[src/rtl/gopigo3_spi_responder.sv]
// GoPiGo3-style SPI mode-0 responder: motor DPS commands and encoder tick readback.
// Define GOPIGO3_RESP_LED_EN to add the SET_LED message (type 8'h14) and four RGB LED outputs.
module gopigo3_spi_responder #(
  parameter logic [7:0] G_ADDR = 8'h08
) (
  input  logic        clk,
  input  logic        rst,
  input  logic        sclk_i,
  input  logic        ss_n_i,
  input  logic        mosi_i,
  output logic        miso_o,
  output logic        miso_en_o,
  input  logic [31:0] motor_ticks_left_i,
  input  logic [31:0] motor_ticks_rght_i,
  output logic [15:0] motor_dps_left_o,
  output logic [15:0] motor_dps_rght_o,
  output logic        dps_upd_o,
  output logic        ticks_rd_left_o,
  output logic        ticks_rd_rght_o,
`ifdef GOPIGO3_RESP_LED_EN
  output logic [23:0] led_eye_left_rgb_o,
  output logic [23:0] led_eye_rght_rgb_o,
  output logic [23:0] led_blink_left_rgb_o,
  output logic [23:0] led_blink_rght_rgb_o,
`endif
  output logic        frame_err_o
);

  typedef enum logic [2:0] {StIdle, StAddr, StType, StPayload, StIgnore} state_e;

  localparam logic [7:0] TypeTicksLeft = 8'h11;
  localparam logic [7:0] TypeTicksRght = 8'h12;
  localparam logic [7:0] TypeSetDps    = 8'h13;
`ifdef GOPIGO3_RESP_LED_EN
  localparam logic [7:0] TypeSetLed    = 8'h14;
  localparam int unsigned MaskW = 4;
`else
  localparam int unsigned MaskW = 2;
`endif

  state_e           state_q;
  logic [1:0]       sclk_sync, ss_sync, mosi_sync;
  logic             sclk_prev, ss_prev;
  logic [2:0]       bit_cnt_q;
  logic [3:0]       byte_cnt_q;
  logic [7:0]       rx_q, tx_q, type_q, data_q;
  logic [MaskW-1:0] mask_q;
  logic [31:0]      snap_q;
`ifdef GOPIGO3_RESP_LED_EN
  logic [7:0]       green_q;
`endif

  logic       sclk_rise, sclk_fall, ss_fall, ss_rise;
  logic [7:0] rx_byte, tx_next;
  logic [3:0] msg_len;

  assign sclk_rise = sclk_sync[1] & ~sclk_prev;
  assign sclk_fall = ~sclk_sync[1] & sclk_prev;
  assign ss_fall   = ss_prev & ~ss_sync[1];
  assign ss_rise   = ~ss_prev & ss_sync[1];
  assign rx_byte   = {rx_q[6:0], mosi_sync[1]};

  always_comb begin
    msg_len = 4'd0;
    case (type_q)
      TypeTicksLeft, TypeTicksRght: msg_len = 4'd7;
      TypeSetDps:                   msg_len = 4'd5;
`ifdef GOPIGO3_RESP_LED_EN
      TypeSetLed:                   msg_len = 4'd6;
`endif
      default:                      msg_len = 4'd0;
    endcase
  end

  // Byte to present next; byte_cnt_q already counts the byte just completed.
  always_comb begin
    tx_next = 8'h00;
    if (state_q == StPayload && (type_q == TypeTicksLeft || type_q == TypeTicksRght)) begin
      case (byte_cnt_q)
        4'd2:    tx_next = 8'hA5;
        4'd3:    tx_next = snap_q[31:24];
        4'd4:    tx_next = snap_q[23:16];
        4'd5:    tx_next = snap_q[15:8];
        4'd6:    tx_next = snap_q[7:0];
        default: tx_next = 8'h00;
      endcase
    end
  end

  // ss sync resets low so a frame already in progress at reset release is never mistaken
  // for a fresh ss_n fall; the FSM waits in StIgnore until ss_n is seen high.
  always_ff @(posedge clk or negedge rst) begin
    if (!rst) begin
      state_q          <= StIgnore;
      sclk_sync        <= 2'b00;
      ss_sync          <= 2'b00;
      mosi_sync        <= 2'b00;
      sclk_prev        <= 1'b0;
      ss_prev          <= 1'b0;
      bit_cnt_q        <= 3'd0;
      byte_cnt_q       <= 4'd0;
      rx_q             <= 8'h00;
      tx_q             <= 8'h00;
      type_q           <= 8'h00;
      data_q           <= 8'h00;
      mask_q           <= '0;
      snap_q           <= 32'h0;
      miso_o           <= 1'b0;
      miso_en_o        <= 1'b0;
      motor_dps_left_o <= 16'h0000;
      motor_dps_rght_o <= 16'h0000;
      dps_upd_o        <= 1'b0;
      ticks_rd_left_o  <= 1'b0;
      ticks_rd_rght_o  <= 1'b0;
      frame_err_o      <= 1'b0;
`ifdef GOPIGO3_RESP_LED_EN
      green_q              <= 8'h00;
      led_eye_left_rgb_o   <= 24'h0;
      led_eye_rght_rgb_o   <= 24'h0;
      led_blink_left_rgb_o <= 24'h0;
      led_blink_rght_rgb_o <= 24'h0;
`endif
    end else begin
      sclk_sync       <= {sclk_sync[0], sclk_i};
      ss_sync         <= {ss_sync[0], ss_n_i};
      mosi_sync       <= {mosi_sync[0], mosi_i};
      sclk_prev       <= sclk_sync[1];
      ss_prev         <= ss_sync[1];
      dps_upd_o       <= 1'b0;
      ticks_rd_left_o <= 1'b0;
      ticks_rd_rght_o <= 1'b0;
      frame_err_o     <= 1'b0;

      if (ss_rise) begin
        if (state_q == StType || (state_q == StPayload && byte_cnt_q < msg_len)) begin
          frame_err_o <= 1'b1;
        end
        state_q   <= StIdle;
        miso_en_o <= 1'b0;
        miso_o    <= 1'b0;
      end else if (ss_fall && state_q == StIdle) begin
        state_q    <= StAddr;
        miso_en_o  <= 1'b1;
        miso_o     <= 1'b0;
        bit_cnt_q  <= 3'd0;
        byte_cnt_q <= 4'd0;
        rx_q       <= 8'h00;
        tx_q       <= 8'h00;
      end else if (state_q inside {StAddr, StType, StPayload}) begin
        if (sclk_rise) begin
          rx_q      <= rx_byte;
          bit_cnt_q <= bit_cnt_q + 3'd1;
          if (bit_cnt_q == 3'd7) begin
            if (byte_cnt_q != 4'hF) byte_cnt_q <= byte_cnt_q + 4'd1;
            case (state_q)
              StAddr: begin
                if (rx_byte == G_ADDR) begin
                  state_q <= StType;
                end else begin
                  state_q   <= StIgnore;
                  miso_en_o <= 1'b0;
                  miso_o    <= 1'b0;
                end
              end
              StType: begin
                type_q  <= rx_byte;
                state_q <= StPayload;
                case (rx_byte)
                  TypeTicksLeft: begin
                    snap_q          <= motor_ticks_left_i;
                    ticks_rd_left_o <= 1'b1;
                  end
                  TypeTicksRght: begin
                    snap_q          <= motor_ticks_rght_i;
                    ticks_rd_rght_o <= 1'b1;
                  end
                  TypeSetDps: ;
`ifdef GOPIGO3_RESP_LED_EN
                  TypeSetLed: ;
`endif
                  default: begin
                    state_q   <= StIgnore;
                    miso_en_o <= 1'b0;
                    miso_o    <= 1'b0;
                  end
                endcase
              end
              StPayload: begin
                // Bytes past the message length fall through untouched.
                if (byte_cnt_q < msg_len) begin
                  case (byte_cnt_q)
                    4'd2: mask_q <= rx_byte[MaskW-1:0];
                    4'd3: data_q <= rx_byte;
                    4'd4: begin
                      if (type_q == TypeSetDps) begin
                        if (mask_q[0]) motor_dps_left_o <= {data_q, rx_byte};
                        if (mask_q[1]) motor_dps_rght_o <= {data_q, rx_byte};
                        dps_upd_o <= |mask_q[1:0];
                      end
`ifdef GOPIGO3_RESP_LED_EN
                      green_q <= rx_byte;
`endif
                    end
`ifdef GOPIGO3_RESP_LED_EN
                    4'd5: begin
                      if (type_q == TypeSetLed) begin
                        if (mask_q[0]) led_eye_left_rgb_o   <= {data_q, green_q, rx_byte};
                        if (mask_q[1]) led_eye_rght_rgb_o   <= {data_q, green_q, rx_byte};
                        if (mask_q[2]) led_blink_left_rgb_o <= {data_q, green_q, rx_byte};
                        if (mask_q[3]) led_blink_rght_rgb_o <= {data_q, green_q, rx_byte};
                      end
                    end
`endif
                    default: ;
                  endcase
                end
              end
              default: ;
            endcase
          end
        end else if (sclk_fall) begin
          if (bit_cnt_q == 3'd0) begin
            miso_o <= tx_next[7];
            tx_q   <= {tx_next[6:0], 1'b0};
          end else begin
            miso_o <= tx_q[7];
            tx_q   <= {tx_q[6:0], 1'b0};
          end
        end
      end
    end
  end

endmodule

[config.mk]
export PLATFORM = sky130hd
export DESIGN_NAME = gopigo3_spi_responder
export DESIGN_NICKNAME = d
export VERILOG_FILES = /design/src/rtl/gopigo3_spi_responder.sv
export SDC_FILE = /design/constraint.sdc
export NUM_CORES = 1
export LEC_CHECK = 0
export ABC_AREA = 1
export CAP_MARGIN = 20
export CORE_ASPECT_RATIO = 0.8
export CORE_MARGIN = 2
export CORE_UTILIZATION = 48
export DETAILED_ROUTE_END_ITERATION = 7
export PLACE_DENSITY = 0.75
export SLEW_MARGIN = 20
export SYNTH_ARGS = -nofsm -noshare
export SYNTH_HDL_FRONTEND = slang
export SYNTH_SLANG_ARGS = --single-unit
[constraint.sdc]
create_clock -name clk -period 2.1 [get_ports clk]
set_clock_uncertainty 0.2 [all_clocks]
set_input_delay 0.63 -clock clk [delete_from_list [all_inputs] [get_ports clk]]
set_output_delay 0.63 -clock clk [all_outputs]
set_load 0.005 [all_outputs]
# Yosys cells after proc, flatten, opt, wreduce, memory -nomap -nowiden
# Index checks and enable logic that the tools add are counted.
[totals]
in_bits = 69
ff_bits = 121
output_inout_bits = 38
elab_cells = 160
[classes]
n_addsub = 2
order_cmp = 1
n_reduce_logical = 34
n_mux = 67
bitwise = 10
eq_ne = 24
[op_table]
columns = ["operator", "count"]
rows = [
  ["$pmux W32 S2", 1],
  ["$eq A8 B5 Y1 const B", 6],
  ["$mux W8", 6],
  ["$pmux W8 S5", 1],
  ["$mux W1", 38],
  ["$mux W3", 10],
  ["$mux W7", 3],
  ["$mux W4", 5],
  ["$reduce_and A10 Y1", 2],
  ["$reduce_and A6 Y1", 3],
  ["$reduce_and A8 Y1", 2],
  ["$eq A4 B3 Y1 const B", 3],
  ["$pmux W3 S2", 2],
  ["$reduce_bool A2 Y1", 6],
  ["$reduce_bool A3 Y1", 4],
  ["$eq A4 B2 Y1 const B", 2],
  ["$eq A8 B4 Y1 const B", 1],
  ["$ne A4 B4 Y1 const B", 2],
  ["$reduce_and A4 Y1", 2],
  ["$reduce_bool A4 Y1", 2],
  ["$reduce_and A7 Y1", 1],
  ["$eq A3 B2 Y1 const B", 2],
  ["$logic_not A3 Y1", 2],
  ["$not A1 Y1", 6],
  ["19 further kinds", 26],
]

# Logic depth before layout (Yosys ltp)
# Gate-level depths: netlist (run 1).
[logic_depth]
ltp_word = 11
mapped_depth = 13
depth_no_buf = 13

# Least setup slack after synthesis (run 1)
# Ideal clock, no wire load.
[synth_timing]
path_type = "reg-to-reg"
startpoint = "reg type_q[5]"
endpoint = "reg motor_dps_rght_o[7]"
period_less_slack_ns = 2.128
setup_ns = 0.065
t_arrival_ns = 1.862
path_stages_with_launch = 14
setup_slack_ns = -0.028
t_required_ns = 1.835
path_buffers = 1
path_cell_list = "dfrtp_1 > inv_1 > nand2_1 > nor3b_2 > nand3_1 > ha_1 > nand2_1 > nand2_1 > nand2_1 > nand3_1 > nor2_2 > buf_2 > nand3_1 > nand2_1"
[synth_between]
elab_chain_cells = 5
elab_cells_between_ends = 7
cone_classes = "order compare: 1; eq/ne: 3; mux: 1; reduce/logical: 2"
[synth_lines]
columns = ["item", "line_no", "text"]
rows = [
  ["from (decl)", "46", "logic [7:0] rx_q, tx_q, type_q, data_q;"],
  ["from (signal assigned)", "166", "type_q <= rx_byte;"],
  ["$eq A8 B5 Y1", "65", "case (type_q)"],
  ["$reduce_or A2 Y1", "65", ""],
  ["$pmux W3 S2", "65", ""],
  ["$lt A4 B4 Y1", "190", "if (byte_cnt_q < msg_len) begin"],
  ["$reduce_and A10 Y1 (no source line) *", "n/a", ""],
  ["to (signal assigned)", "197", "if (mask_q[1]) motor_dps_rght_o <= {data_q, rx_byte};"],
  ["to (decl)", "16", "output logic [15:0] motor_dps_rght_o,"],
]
# Every way passes the cells marked *; elsewhere a longest branch is shown, timed or not.
# A chain may end at the register's enable or synchronous reset.

# Worst setup path after layout (run 1)
[layout_timing]
startpoint = "reg type_q[3]"
endpoint = "reg motor_dps_left_o[5]"
[layout_between]
elab_chain_cells = 5
elab_cells_between_ends = 7
cone_classes = "order compare: 1; eq/ne: 3; mux: 1; reduce/logical: 2"
[layout_lines]
columns = ["item", "line_no", "text"]
rows = [
  ["$eq A8 B5 Y1", "65", ""],
  ["$reduce_or A2 Y1", "65", ""],
  ["$pmux W3 S2", "65", ""],
  ["$lt A4 B4 Y1", "190", ""],
  ["$reduce_and A10 Y1 (no source line) *", "n/a", ""],
  ["to (signal assigned)", "196", "if (mask_q[0]) motor_dps_left_o <= {data_q, rx_byte};"],
  ["to (decl)", "15", "output logic [15:0] motor_dps_left_o,"],
]
# Marks and branches as above.

==> impl_metrics.yaml, run 1 <==
route:
  route.antenna.remaining_nets: 0
  route.detailed.drc: 1
  route.final.wire_length_mm: 17.04
  drt_pre_antenna_iters: 8
  routedWlPerCell_um: 17.11
  vias_per_cell: 5.515
  vias: 5493
  drt_iter0_drc: 588
layout:
  register_area_mm2: 0.003004
  fillCellCount: 867
  n_antenna_cell: 0
  area.growth.synth_to_final_pct: 40.99
  drive_above_1_share_pct: 17.65
  design.final.nets: 911
  finalNonFillerCells: 996
  multiInputGateArea_mm2: 0.002729
setup_path:
  timing.critical_path.cells: "nor2_2, nor3b_4, nand3_2, ha_4, nand2_2, nand2_2, nand2_4, nand4_1, buf_6, buf_12, o21bai_1, nand2_1"
  cp.arrival_ps: 2560
  critPathMaxFanout: 8
  rrSetupSlack_ps: -360
  timing.critical_path.to_type: "flop"
  ff2ff_path_depth: 12
  critical_path_required_ps: 2200
  critical_path_class: "flop to flop"
  critical_path.max_stage_delay_ps: 410
  critPathSlowestCell: "dfrtp_1"
  crit_path_frequent_cell: "nand2_2"
  reg2reg_from: "type_q[3]"
  cp_startpoint_kind: "flop"
  reg2reg_to: "motor_dps_left_o[5]"
logic_synthesis:
  synth_area_per_cell_um2: 8.746
  synth_seq_area_share_pct: 50.37
  netlist_top_cells_count: "nand2_1, dfrtp_1, inv_1"
  ys_types: 36
  ys_warn_count: 0
  yosysMostFrequentCell: "nand2_1"
  post-synth-top-area-fraction_pct: 49.93
  dominant_synthesized_flop_cell: "dfrtp_1"
  synthesis.area_mm2: 0.005964
  synth_enable_flop_cells: 0
  netlist_top_cells_area: "dfrtp_1, nand2_1, nand3_1"
  synth-async-reset-ratio_pct: 100.0
  synth_largest_area_cell: "dfrtp_1"
  mappedNetlistNets: 762
  yosys_register_bits: 120
  syn_inst: 682
timing:
  rsz0062_at_grt: "yes"
  maxSlewViolCount: 0
  setup-tns-final_ps: -13380
  relSlewSlack_pct: 66.57
  min_period_over_period_pct: 117.2
  final_ws_setup_ps: -361.2
  hold_viol: 0
  setup-violations-final: 50
  period_needed_ps: 2461
  timing_worst_slew_pin_value_ps: 497.8
  timing.fmax_mhz: 406.3
floorplan:
  floorplan.io_pins: 107
  chipHeight_um: 103.7
  std_cell_rows: 36
  initial_core_util_pct: 49.04
  die_width_um: 128.6
  die_area_mm2: 0.01334
  core-area_mm2: 0.01216
power_and_ir_drop:
  peakVddDrop_v: 0.0006185
  power_density_mw_per_mm2: 740.9
  static-leakage-power_nw: 4.438
worst_hold_path:
  worstHoldEndpoint: "ss_sync[1]"
  hold_path_depth: 0
  hp-class: "flop to flop"
  hold_path_startpoint: "ss_sync[0]"
global_route:
  vias_in_the_first_global_route: 5255
  globalRouteOverflowTotal: 0
  grt_max_degree: 44
  grt_first_pass_wirelength_mm: 25.61
  global_route.usage.total_pct: 24.47
  grt_antenna_before_repair: 0
outcome:
  violations: "DRC, setup timing"
  outcome: "complete, but fails checks"
clocking:
  htreeDepth: 4
  clockRootBuffer: "clkbuf_16"
  number_of_clock_sinks_seen_by_cts: 120
  cts_tree: "built"
  numCtsBuffers: 17
  insertion_delay_ps: 420
  path_clk_slew_ps: 60
  clk_path_buf_depth: 2
placed_design:
  numPlacedInstances: 950
  numPortBuffers: 106
  pre_cts_ws_ps: -253.6
  dp.final_hpwl_mm: 10.86
  place.gp.congestion: 0.8733
job:
  cap_viol_max_count: 0
==> layout make-up <==
type | instances | share of cell area [%]
Clock inverter | 10 | 0.8481
Sequential cell | 120 | 35.72
Timing Repair Buffer | 154 | 19.07
Tap cell | 152 | 2.262
Clock buffer | 22 | 5.639
Inverter | 89 | 4.002
Multi-Input combinational cell | 449 | 32.45
==> through the flow <==
stage               util [%]  instance area (um2)  hold slack, ps  total power, mW
floorplan                  -                 5967           131.2            2.975
global placement       60.72                 7385           133.1            3.370
detailed placement     60.72                 7385           137.9            3.404
CTS                    66.87                 8133           149.6            6.112
global route           69.15                 8409           153.3            6.486
finish                 69.15                 8409           148.9            6.230
==> report_power, final <==
group | leakage [nW] | internal (mW) | total (mW) | switching [mW]
combinational | 2.70 | 0.406 | 1.08 | 0.676
sequential | 1.48 | 2.38 | 2.46 | 0.0815
clock | 0.259 | 1.60 | 2.69 | 1.09
total | 4.44 | 4.38 | 6.23 | 1.85
==> per-layer routing <==
metal	up-vias	GRT usage, %	routed length [um]
met3	53	7.438	1465
met4	0	7.143	407
met1	2624	32.79	6891
li1	2539	-	-
met5	-	0	0
met2	277	38.53	8274
==> cell families after synthesis <==
kind of cell,count (synthesis),synth area share (%)
AOI/OAI and AO/OA,117,11.45
and+or+nand+nor,289,22.19
muxes,32,5.370
adders and majority gates,11,2.307
DFF,120,50.37
buffers and inverters,113,8.307
==> critical path, delay by kind of cell (launching register included) <==
| family | cells | cell delay, ps |
|---|---|---|
| fa+ha+maj | 1 | 260 |
| compound gates | 1 | 170 |
| flops | 1 | 410 |
| buf+inv | 2 | 310 |
| simple gates | 8 | 990 |
==> flip-flops by register name, indices dropped and copies added (netlist names), 2 cells and up <==
register          count
snap_q               32
data_q                8
motor_dps_left_o     16
tx_q                  7
state_q               3
mask_q                2
ss_sync               2
motor_dps_rght_o     16
byte_cnt_q            4
bit_cnt_q             3
type_q                8
rx_q                  7
sclk_sync             2
mosi_sync             2
==> worst max path at each step <==
| stage | from | endpoint | slack (ps) |
|---|---|---|---|
| after floorplan | type_q[5] | motor_dps_left_o[1] | 0.3 |
| after global placement | type_q[3] | dps_upd_o | -150 |
| after detailed placement | type_q[3] | dps_upd_o | -250 |
| after CTS | type_q[7] | motor_dps_left_o[5] | -170 |
| after global routing | type_q[3] | motor_dps_left_o[5] | -450 |
| final | type_q[3] | motor_dps_left_o[5] | -360 |
==> timing repair <==
item	CTS	global route
gates resized for setup	61	48
gates cloned	2	3
endpoints found under the setup margin	72	103
pin swaps	17	33
hold endpoints to repair	15	0
hold buffers	1	0
setup buffers	4	4
==> cell usage in the layout (no fill, tap or decap), types with 28 or more instances in the layout <==
cell | netlist | layout
o21ai_0 | 38 | 31
nand2_1 | 167 | 153
mux2i_1 | 32 | 32
nand3_1 | 66 | 48
o21bai_1 | 32 | 32
dlygate4sd2_1 | 0 | 28
clkdlybuf4s50_1 | 0 | 68
buf_4 | 5 | 32
o21ai_1 | 31 | 36
inv_1 | 80 | 77
dfrtp_1 | 119 | 119
Note: power is estimated with default switching activity, not from simulation.
==> inputs of run 2 (changes only) <==
CORE_UTILIZATION = 40   (was 48)
PLACE_DENSITY = 0.64   (was 0.75)
==> run 2 against run 1 <==
The flow finishes with violations (setup timing). Die area up 19%. Worst setup slack better by 170 ps. Via count down 6.0%. Global-route usage down 4.6 points. Routed wire length down 10%.
==> impl_metrics.yaml, run 2 (synthesis gave the netlist of run 1 again) <==
clocking:
  insertion_delay_ps: 420
  clockRootBuffer: "clkbuf_16"
  cts_tree: "built"
  path_clk_slew_ps: 60
  number_of_clock_sinks_seen_by_cts: 120
  clk_path_buf_depth: 2
  numCtsBuffers: 17
  htreeDepth: 4
global_route:
  grt_antenna_before_repair: 0
  grt.met1_usage_pct: 26.33
  grt_max_degree: 52
  globalRouteOverflowTotal: 0
  grt_util_met3_pct: 4.359
  global_route.peak_usage_layer: "met2"
  vias_in_the_first_global_route: 5158
  global_route.usage.total_pct: 19.88
  grt_first_pass_wirelength_mm: 25.08
  groute.layer.met2.usage_pct: 31.63
layout:
  layout.cells.most_common: "nand2_1"
  design.final.nets: 904
  most-common-layout-cells: "nand2_1, dfrtp_1, inv_1, clkdlybuf4s50_1, nand3_1"
  n_antenna_cell: 0
  largest_register_ffs: 32
  area.growth.synth_to_final_pct: 40.40
  finish.utilization_pct: 57.98
  layout_top_registers: "snap_q: 32 flops, motor_dps_left_o: 16 flops, motor_dps_rght_o: 16 flops"
  drive_above_1_share_pct: 16.85
  regMostFlops: "snap_q"
floorplan:
  std_cell_rows: 39
  initial_core_util_pct: 41.29
  die_area_mm2: 0.01591
  chipHeight_um: 113.2
  die_width_um: 140.5
  floorplan.io_pins: 107
  core-area_mm2: 0.01444
route:
  vias_per_cell: 5.056
  route.antenna.remaining_nets: 0
  vias: 5162
  drt_iter0_drc: 349
  drt_pre_antenna_iters: 5
  route.final.wire_length_mm: 15.30
  routedWlPerCell_um: 14.99
  route.detailed.drc: 0
timing:
  maxSlewViolCount: 0
  timing.fmax_mhz: 435.8
  relSlewSlack_pct: 61.30
  timing_worst_slew_pin_value_ps: 579.8
  min_period_over_period_pct: 109.3
  final_ws_setup_ps: -194.8
  whs_ps: 144.9
  setup-tns-final_ps: -6772
  setup-violations-final: 42
  rsz0062_at_grt: "yes"
  period_needed_ps: 2295
  hold_viol: 0
power_and_ir_drop:
  peakVddDrop_v: 0.0004993
  static-leakage-power_nw: 4.360
  power_density_mw_per_mm2: 761.3
  report.power.total_mw: 6.375
setup_path:
  critPathMaxFanout: 16
  cp_startpoint_kind: "flop"
  timing.critical_path.to_type: "flop"
  critical_path_required_ps: 2250
  cp.arrival_ps: 2450
  rrSetupSlack_ps: -190
  critical_path_class: "flop to flop"
outcome:
  outcome: "complete, but fails checks"
  violations: "setup timing"
job:
  cap_viol_max_count: 0
placed_design:
  pre_cts_ws_ps: -148.5
  numPortBuffers: 106
  dp.final_hpwl_mm: 10.73
  place.gp.congestion: 0.8779
worst_hold_path:
  hp-class: "flop to flop"
==> run 2: final timing paths <==
kind / from / to / depth (start not counted)
max: type_q[2] / motor_dps_rght_o[7] / 12
min: sclk_sync[0] / sclk_sync[1] / 0
max reg2reg: type_q[2] / motor_dps_rght_o[7] / 12
min reg2reg: sclk_sync[0] / sclk_sync[1] / 0
max in group asynchronous: rst / motor_dps_rght_o[9] / 3
min in group asynchronous: rst / motor_dps_rght_o[2] / 2
==> run 2: repair_timing <==
| action | in CTS | in global routing |
|---|---|---|
| resized for setup | 62 | 51 |
| buffers inserted | 6 | 4 |
| pin swaps | 3 | 10 |
| hold buffers | 1 | 0 |
| hold endpoints to repair | 9 | 0 |
| cloned | 1 | 2 |
| setup endpoints to repair | 75 | 94 |
==> run 2: stage by stage <==
stage | instances | cell area [um2]
finish | 1021 | 8374
global route | 1021 | 8374
CTS | 1018 | 8155
detailed placement | 978 | 7420
global placement | 978 | 7420
floorplan | 682 | 5967
==> run 2: area by class of cell <==
| type | count | area, um2 |
|---|---|---|
| fill | 1278 | 6070 |
| sequential | 120 | 3004 |
| multi-input combinational | 449 | 2715 |
| timing repair buffer | 147 | 1493 |
| clock buffer | 18 | 439.2 |
| inverter | 89 | 341.6 |
| tap | 184 | 230.2 |
| clock inverter | 14 | 151.4 |
==> run 2: report_power, final <==
group / internal, mW / switching [mW] / total, mW
Combinational: 0.407 / 0.643 / 1.05
Sequential: 2.38 / 0.0838 / 2.46
Clock: 1.78 / 1.08 / 2.86
Total: 4.56 / 1.81 / 6.38
==> run 2: per-layer routing <==
layer	up-vias	share of wire (%)
met3	30	4.9
met2	150	47
met4	0	2.0
met1	2445	46
met5	-	0
li1	2537	-
==> run 2: worst max-delay path, stage by stage (launching register included) <==
cell and delay [ps]:
dfrtp_1 400, nor2_2 140, nor3b_4 250, nand3_2 140, ha_4 230, nand2_1 60
nand2_1 50, nand2_2 90, nand3_2 110, nor2_4 190, clkbuf_16 210, nand3_1 70
nand2_1 80
